==> src/rtl/mac_pkg.sv <==
// rtl/mac_pkg.sv - shared constants, FSM state enum and operand pair type for mac_sched
package mac_pkg;

  localparam int WORD_SIZE = 8;
  localparam int BREADTH   = 4;
  localparam int ADDR_W    = 8;
  localparam int BUS_WIDTH = 2 * WORD_SIZE;
  // one extra bit so the index can count past BREADTH-1 without aliasing, also for BREADTH=1
  localparam int IDX_W     = $clog2(BREADTH) + 1;

  typedef enum logic [2:0] {
    IDLE,
    CLEAR,
    ISSUE,
    DRAIN,
    CAPTURE,
    RESP
  } sched_state_t;

  typedef struct packed {
    logic [WORD_SIZE-1:0] wt;
    logic [WORD_SIZE-1:0] x;
  } pair_t;

endpackage

==> src/rtl/rr_arbiter.sv <==
// rtl/rr_arbiter.sv - combinational round-robin pick of the first request at or after ptr
module rr_arbiter #(
  parameter int N  = 4,
  parameter int IW = $clog2(N)
) (
  input  logic [N-1:0]  req,
  input  logic [IW-1:0] ptr,
  output logic [N-1:0]  grant,
  output logic [IW-1:0] grant_idx
);

  logic found;
  int   cand;

  // scan N candidates starting at ptr, wrapping, and keep the first one asserted
  always_comb begin
    grant     = '0;
    grant_idx = '0;
    found     = 1'b0;
    cand      = 0;
    for (int i = 0; i < N; i++) begin
      cand = int'(ptr) + i;
      if (cand >= N) cand = cand - N;
      if (!found && req[cand]) begin
        found       = 1'b1;
        grant[cand] = 1'b1;
        grant_idx   = IW'(cand);
      end
    end
  end

endmodule

==> src/rtl/mac_sched.sv <==
// rtl/mac_sched.sv - round-robin job sequencer sharing one MAC; optional counters under MAC_SCHED_PERF_EN
module mac_sched
  import mac_pkg::*;
#(
  parameter int NUM_REQ = 4
) (
  input  logic                      clk,
  input  logic                      rst,
  input  logic [NUM_REQ-1:0]        req,
  input  logic [NUM_REQ*ADDR_W-1:0] req_base,
  output logic [NUM_REQ-1:0]        done,
  output logic [WORD_SIZE-1:0]      result,
  output logic                      busy,
  output logic                      rd_en,
  output logic [ADDR_W-1:0]         rd_addr,
  input  logic [BUS_WIDTH-1:0]      rd_data,
  output logic                      mac_clr,
  output logic                      mac_en,
  output logic [BUS_WIDTH-1:0]      bus,
  input  logic [WORD_SIZE-1:0]      mac_result
`ifdef MAC_SCHED_PERF_EN
  ,
  output logic [31:0]               perf_jobs,
  output logic [31:0]               perf_busy
`endif
);

  localparam int ID_W = $clog2(NUM_REQ);

  sched_state_t state, state_nxt;

  logic [ID_W-1:0]      ptr;
  logic [ID_W-1:0]      id_q;
  logic [NUM_REQ-1:0]   grant_q;
  logic [ADDR_W-1:0]    base_q;
  logic [IDX_W-1:0]     idx;
  logic                 beat_q;
  logic [WORD_SIZE-1:0] result_q;

  logic [NUM_REQ-1:0]   grant;
  logic [ID_W-1:0]      grant_idx;
  logic                 any_req;
  pair_t                beat_pair;

  assign any_req   = |req;
  assign beat_pair = rd_data;

  rr_arbiter #(
    .N  (NUM_REQ),
    .IW (ID_W)
  ) u_arb (
    .req       (req),
    .ptr       (ptr),
    .grant     (grant),
    .grant_idx (grant_idx)
  );

  // state register
  always_ff @(posedge clk) begin
    if (rst) state <= IDLE;
    else     state <= state_nxt;
  end

  // next-state: requests only matter in IDLE; the rest of the job is a fixed walk
  always_comb begin
    state_nxt = state;
    case (state)
      IDLE:    if (any_req) state_nxt = CLEAR;
      CLEAR:   state_nxt = ISSUE;
      ISSUE:   if (idx == IDX_W'(BREADTH - 1)) state_nxt = DRAIN;
      DRAIN:   state_nxt = CAPTURE;
      CAPTURE: state_nxt = RESP;
      RESP:    state_nxt = IDLE;
      default: state_nxt = IDLE;
    endcase
  end

  // outputs: reads come from ISSUE, MAC beats trail them by one cycle via beat_q
  always_comb begin
    mac_clr = (state == CLEAR);
    rd_en   = (state == ISSUE);
    rd_addr = '0;
    if (state == ISSUE) rd_addr = base_q + ADDR_W'(idx);
    busy    = (state != IDLE);
    mac_en  = beat_q;
    bus     = beat_q ? beat_pair : '0;
    done    = (state == RESP) ? grant_q : '0;
    result  = (state == RESP) ? result_q : '0;
  end

  // job context: latch the winner, step the operand index, capture the MAC, advance the pointer
  always_ff @(posedge clk) begin
    if (rst) begin
      ptr      <= '0;
      id_q     <= '0;
      grant_q  <= '0;
      base_q   <= '0;
      idx      <= '0;
      beat_q   <= 1'b0;
      result_q <= '0;
    end else begin
      beat_q <= (state == ISSUE);
      case (state)
        IDLE: begin
          if (any_req) begin
            id_q    <= grant_idx;
            grant_q <= grant;
            base_q  <= req_base[int'(grant_idx)*ADDR_W +: ADDR_W];
          end
        end
        CLEAR:   idx <= '0;
        ISSUE:   idx <= idx + IDX_W'(1);
        CAPTURE: result_q <= mac_result;
        RESP:    ptr <= (id_q == ID_W'(NUM_REQ - 1)) ? '0 : id_q + ID_W'(1);
        default: ;
      endcase
    end
  end

`ifdef MAC_SCHED_PERF_EN
  // saturating counters of completed jobs and busy cycles
  always_ff @(posedge clk) begin
    if (rst) begin
      perf_jobs <= '0;
      perf_busy <= '0;
    end else begin
      if (state == RESP && perf_jobs != '1) perf_jobs <= perf_jobs + 32'd1;
      if (busy && perf_busy != '1)          perf_busy <= perf_busy + 32'd1;
    end
  end
`endif

endmodule
==> config.mk <==
export PLATFORM = sky130hd
export DESIGN_NAME = mac_sched
export DESIGN_NICKNAME = d
export VERILOG_FILES = /design/src/rtl/mac_pkg.sv /design/src/rtl/rr_arbiter.sv /design/src/rtl/mac_sched.sv
export SDC_FILE = /design/constraint.sdc
export NUM_CORES = 1
export LEC_CHECK = 0
export CAP_MARGIN = 0
export CORE_MARGIN = 1.5
export CORE_UTILIZATION = 44
export CTS_CLUSTER_SIZE = 30
export DETAILED_ROUTE_END_ITERATION = 6
export PLACE_DENSITY_LB_ADDON = 0.25
export SYNTH_ARGS = -nofsm -noshare
export SYNTH_HDL_FRONTEND = slang
export SYNTH_SLANG_ARGS = --single-unit
==> constraint.sdc <==
create_clock -name clk -period 4.1 [get_ports clk]
set_input_delay 1.025 -clock clk [delete_from_list [all_inputs] [get_ports clk]]
set_output_delay 1.025 -clock clk [all_outputs]
set_load 0.02 [all_outputs]
After elaboration in Yosys (flattened, before gate mapping) --
Index checks and enable logic that the tools add are counted.
Storage, ports and cells: bits in registers 31, input bits 62, output and inout port bits 40, logic and storage cells 103
Operators by class: $add $sub $neg 10, magnitude comparators 12, eq/ne operators 9, shift operators 1, mux-type cells 44, bitwise gates (word level) 3, reductions and logical operators 16
Operator list (count):
- $ge 32x1->1 const B | 4
- $lt 32x4->1 const B | 4
- $mux 32 | 4
- $ge 32x4->1 const B | 3
- $sub 32x4->32 const B | 3
- $shiftx 32x6->8 | 1
- $mux 4 | 5
- $mux 16 | 1
- $mux 8 | 2
- $mux 1 | 15
- $pmux 3 s5 | 1
- $or 4x4->4 | 3
- $mux 2 | 5
- $eq 3x2->1 const B | 3
- $add 8x3->8 | 1
- $bmux 1 s2 | 4
- $demux 1 s2 | 4
- $logic_and 1x1->1 | 7
- $add 2x2->3 const B | 2
- $eq 3x3->1 const B | 2
- $mux 3 | 2
- $pmux 3 s2 | 1
- $reduce_and 2->1 | 2
- $reduce_or 4->1 | 1
- other kinds (13) | 15

Depth between registers and ports, before layout --
depth in word-level cells 16, depth in mapped cells 11, mapped depth without buffers 8

Hierarchy --
From an unflattened synthesis, not the netlist that was laid out.
Unflattened totals: cells, all modules 276, area total of the unflattened synthesis 2333.5 um^2
By module, submodules not included:
- mac_sched | instances 1, cells each 208, area each 1806.7 um^2, seq. area each 620.6 um^2
- rr_arbiter | instances 1, cells each 68, area each 526.8 um^2, seq. area each 0.0 um^2

Least setup slack after synthesis --
OpenSTA, ideal clock, no wires.
path kind register to register, start register ptr[0], end register base_q[3], arrival 3233 ps, required time 3983 ps, path slack 750 ps, stages on the path, launching flop included 12, buffers on the path 3, period minus slack after synthesis 3350 ps, path through dfxtp_1 -> buf_6 -> clkbuf_1 -> inv_1 -> ha_1 -> buf_2 -> mux4_2 -> or4b_4 -> o2111ai_1 -> a21boi_4 -> nand2_1 -> a22o_1
Between the ends: longest elaborated chain between the ends 16
Ends and longest elaborated chain:
- from (decl) | line mac_sched.sv:32 | logic [ID_W-1:0] ptr;
- from (signal assigned) | line mac_sched.sv:114 | RESP: ptr <= (id_q == ID_W'(NUM_REQ - 1)) ? '0 : id_q + ID_W'(1);
- branches (longest 14 deep; another with $sub 32x4->32)
- $mux 2 * | line rr_arbiter.sv:24 | if (!found && req[cand]) begin
- $shiftx 32x6->8 * | line mac_sched.sv:108 | base_q <= req_base[int'(grant_idx)*ADDR_W +: ADDR_W];
- to (signal assigned) | line mac_sched.sv:108
- to (decl) | line mac_sched.sv:35 | logic [ADDR_W-1:0] base_q;
Every way passes the cells marked *. The select of a mux whose other input is x is not followed. A chain may end at the register's enable or synchronous reset.

Worst setup path in the final report --
start register base_q[0], end output rd_addr[6]
Between the ends: longest elaborated chain between the ends 2
Ends and longest elaborated chain:
- $add 8x3->8 | line mac_sched.sv:83 | if (state == ISSUE) rd_addr = base_q + ADDR_W'(idx);
- $mux 8 | line mac_sched.sv:83
- to (decl) | line mac_sched.sv:15 | output logic [ADDR_W-1:0] rd_addr,
No other way between the ends.

==> impl_metrics.json <==
{
  "path_class": "flip-flop to primary output",
  "r2r_slack_ns": 0.72,
  "num_vias": 2618,
  "cts.repair.resized": 0,
  "busiest_layer": "met2",
  "crit_family": "buffers and inverters",
  "antenna_cells": 0,
  "use_met1": 0.263,
  "cts_tree": "done",
  "worstSetupEndpointType": "primary output",
  "yosysWarningCount": 0,
  "cts_buffers": 5,
  "peakVddDrop_v": 0.000149,
  "worstMarginPinSlew_ns": 0.817,
  "clock_latency_ns": 0.29,
  "antenna_found_initial": 0,
  "synth_area_per_cell_um2": 8.17,
  "drive_above_1_share": 0.0802,
  "multi_input_area_um2": 1730,
  "crit_slowest_cell": "clkdlybuf4s50_1",
  "grt_pass1_wl_um": 10600,
  "synth-async-reset-ratio": 0,
  "finalCritPeriodShare": 0.853,
  "startpoint_type": "flip-flop",
  "critPathMaxFanout": 3,
  "rows": 27,
  "grt_pass1_vias": 2332,
  "post_cts_buffers": 0,
  "hold_viol": 0,
  "synth_edf_count": 0,
  "slowest_delay_ns": 0.62,
  "netlist.area_leader.share": 0.252,
  "clockBufferDepth": 2,
  "synth-seq-cells": 31,
  "yosysUniqueCellTypes": 55,
  "design_area_um2": 3630,
  "grt_max_degree": 25,
  "finalSetupViolCount": 0,
  "routed_wirelength_um": 6580,
  "slew_viol_final": 0,
  "power_density_nw_per_um2": 277,
  "synth_area_leaders": "dfxtp_1, and2_1, ha_1",
  "status": "completed",
  "via_per_inst": 5.56,
  "core_um2": 5470,
  "ant_nets": 0,
  "port_buffers": 101,
  "synth_largest_area_cell": "dfxtp_1",
  "dpl_cell_area_um2": 3540,
  "routedWlPerCell_um": 14.0,
  "clk_pin_slew_ns": 0.07,
  "syn_inst": 302,
  "max_cap_viol_count": 0,
  "syn_area_um2": 2470,
  "power_leakage_uw": 0.00134,
  "pin_count": 102,
  "final.min_clock_period_ns": 3.50,
  "rsz0062_at_grt": "no",
  "synthFlopType": "dfxtp_1",
  "cp-startpoint": "base_q[0]",
  "relSlewSlack": 0.451,
  "die-width_um": 77.9,
  "syn-num-nets": 379,
  "seqCellArea_um2": 621,
  "gpl.final_weighted_congestion": 0.806,
  "setup_tns_ns": 0,
  "track_usage": 0.218,
  "overflow": 0,
  "met3_usage": 0.0565,
  "hpwlAfterDp_um": 5030,
  "grt_util_met2": 0.364,
  "cts_num_sinks": 31,
  "drtIter0Drc": 176,
  "crit_required_ns": 3.07,
  "layout_commonest_cell": "clkdlybuf4s50_1",
  "final_nets": 475,
  "fp.dieH_um": 77.9,
  "start_util": 0.451,
  "most-common-layout-cells": "clkdlybuf4s50_1, nor2_1, dfxtp_1",
  "skew_ns": 0.00465,
  "path_buf_inv": 2,
  "cts-root-buf": "clkbuf_8",
  "drc": 0,
  "fmax_mhz": 286,
  "cts-hold-fix-buffers": 0,
  "die_area_um2": 6060,
  "min_from": "result_q[3]",
  "ys_seq_area_frac": 0.252,
  "ctsHtreeMaxLevel": 2,
  "worstReg2RegStart": "ptr[1]",
  "critPathArrivalTime_ns": 2.47,
  "area_growth_pct": 47.2,
  "first_pass_iters": 5,
  "hold_class": "flip-flop to flip-flop",
  "fillers": 488,
  "worstPathCellList": "ha_1 -> inv_1 -> fa_1 -> nor2b_1 -> o2111ai_1 -> xor2_1 -> nor2_1 -> clkdlybuf4s50_1"
}
==> sequential cells by signal, summed over array words and instances (netlist names) <==
name and cells:
mac_en 1, idx 3, base_q 8, grant_q 4, ptr 2, state 3, result_q 8, id_q 2
==> cell usage after synthesis, drive strengths merged, types with 7 or more instances <==
cell type  count
a21oi         26
a221oi         8
and2          30
clkbuf        16
dfxtp         31
ha            14
inv            9
mux2i         13
nand2         26
nor2          32
o22ai          7
==> area by class of cell <==
type | count | share of cell area
flip-flops and latches | 31 | 0.171
well taps | 72 | 0.0248
clock buffers | 5 | 0.0190
inverters | 9 | 0.00930
repair buffers | 109 | 0.295
clock inverters | 3 | 0.00551
multi-input cells | 242 | 0.476
==> per-layer routing <==
| metal | part of all wire | up-vias |
|---|---|---|
| li1 | - | 1296 |
| met1 | 0.42 | 1210 |
| met2 | 0.49 | 104 |
| met3 | 0.079 | 8 |
| met4 | 0.016 | 0 |
| met5 | 0 | - |
==> per-stage QoR <==
step | std cells | utilization | setup slack [ns] | hold WS (ns) | total power [uW]
after floorplan | 302 | - | 0.750 | 0.432 | 614
after global placement | 463 | 0.647 | 0.498 | 0.438 | 764
after detailed placement | 463 | 0.647 | 0.409 | 0.443 | 773
after CTS | 471 | 0.663 | 0.591 | 0.452 | 1010
after global routing | 471 | 0.663 | 0.379 | 0.469 | 1070
final | 471 | 0.663 | 0.602 | 0.449 | 1010
==> worst register-to-register path: cells and delay by family, from the launching register on <==
kind	cells	cell delay, ns
DFF	1	0.62
muxes	1	0.65
adders and majority gates	1	0.54
and+or+nand+nor	2	0.65
buffers and inverters	1	0.21
AOI/OAI and AO/OA	3	0.62
==> worst paths after layout <==
kind                       to  cells past startpoint
setup / recovery   rd_addr[6]                      8
hold / removal    result_q[3]                      2
setup reg to reg    base_q[3]                      8
hold reg to reg   result_q[3]                      2
==> report_power, final <==
group	internal [uW]	total, uW	switching, uW
clock network	118	237	119
registers	339	382	42.9
logic	201	386	186
==> kinds of logic after synthesis <==
logic type	after synthesis	synth area share
AND/OR/NAND/NOR	120	0.252
AO/OA/AOI/OAI	79	0.235
flip-flops	31	0.252
buffers and inverters	29	0.0482
multiplexers	22	0.112
adder cells (fa/ha/maj)	15	0.0791
XOR/XNOR	6	0.0213
Power figures use the tool's default switching activity.
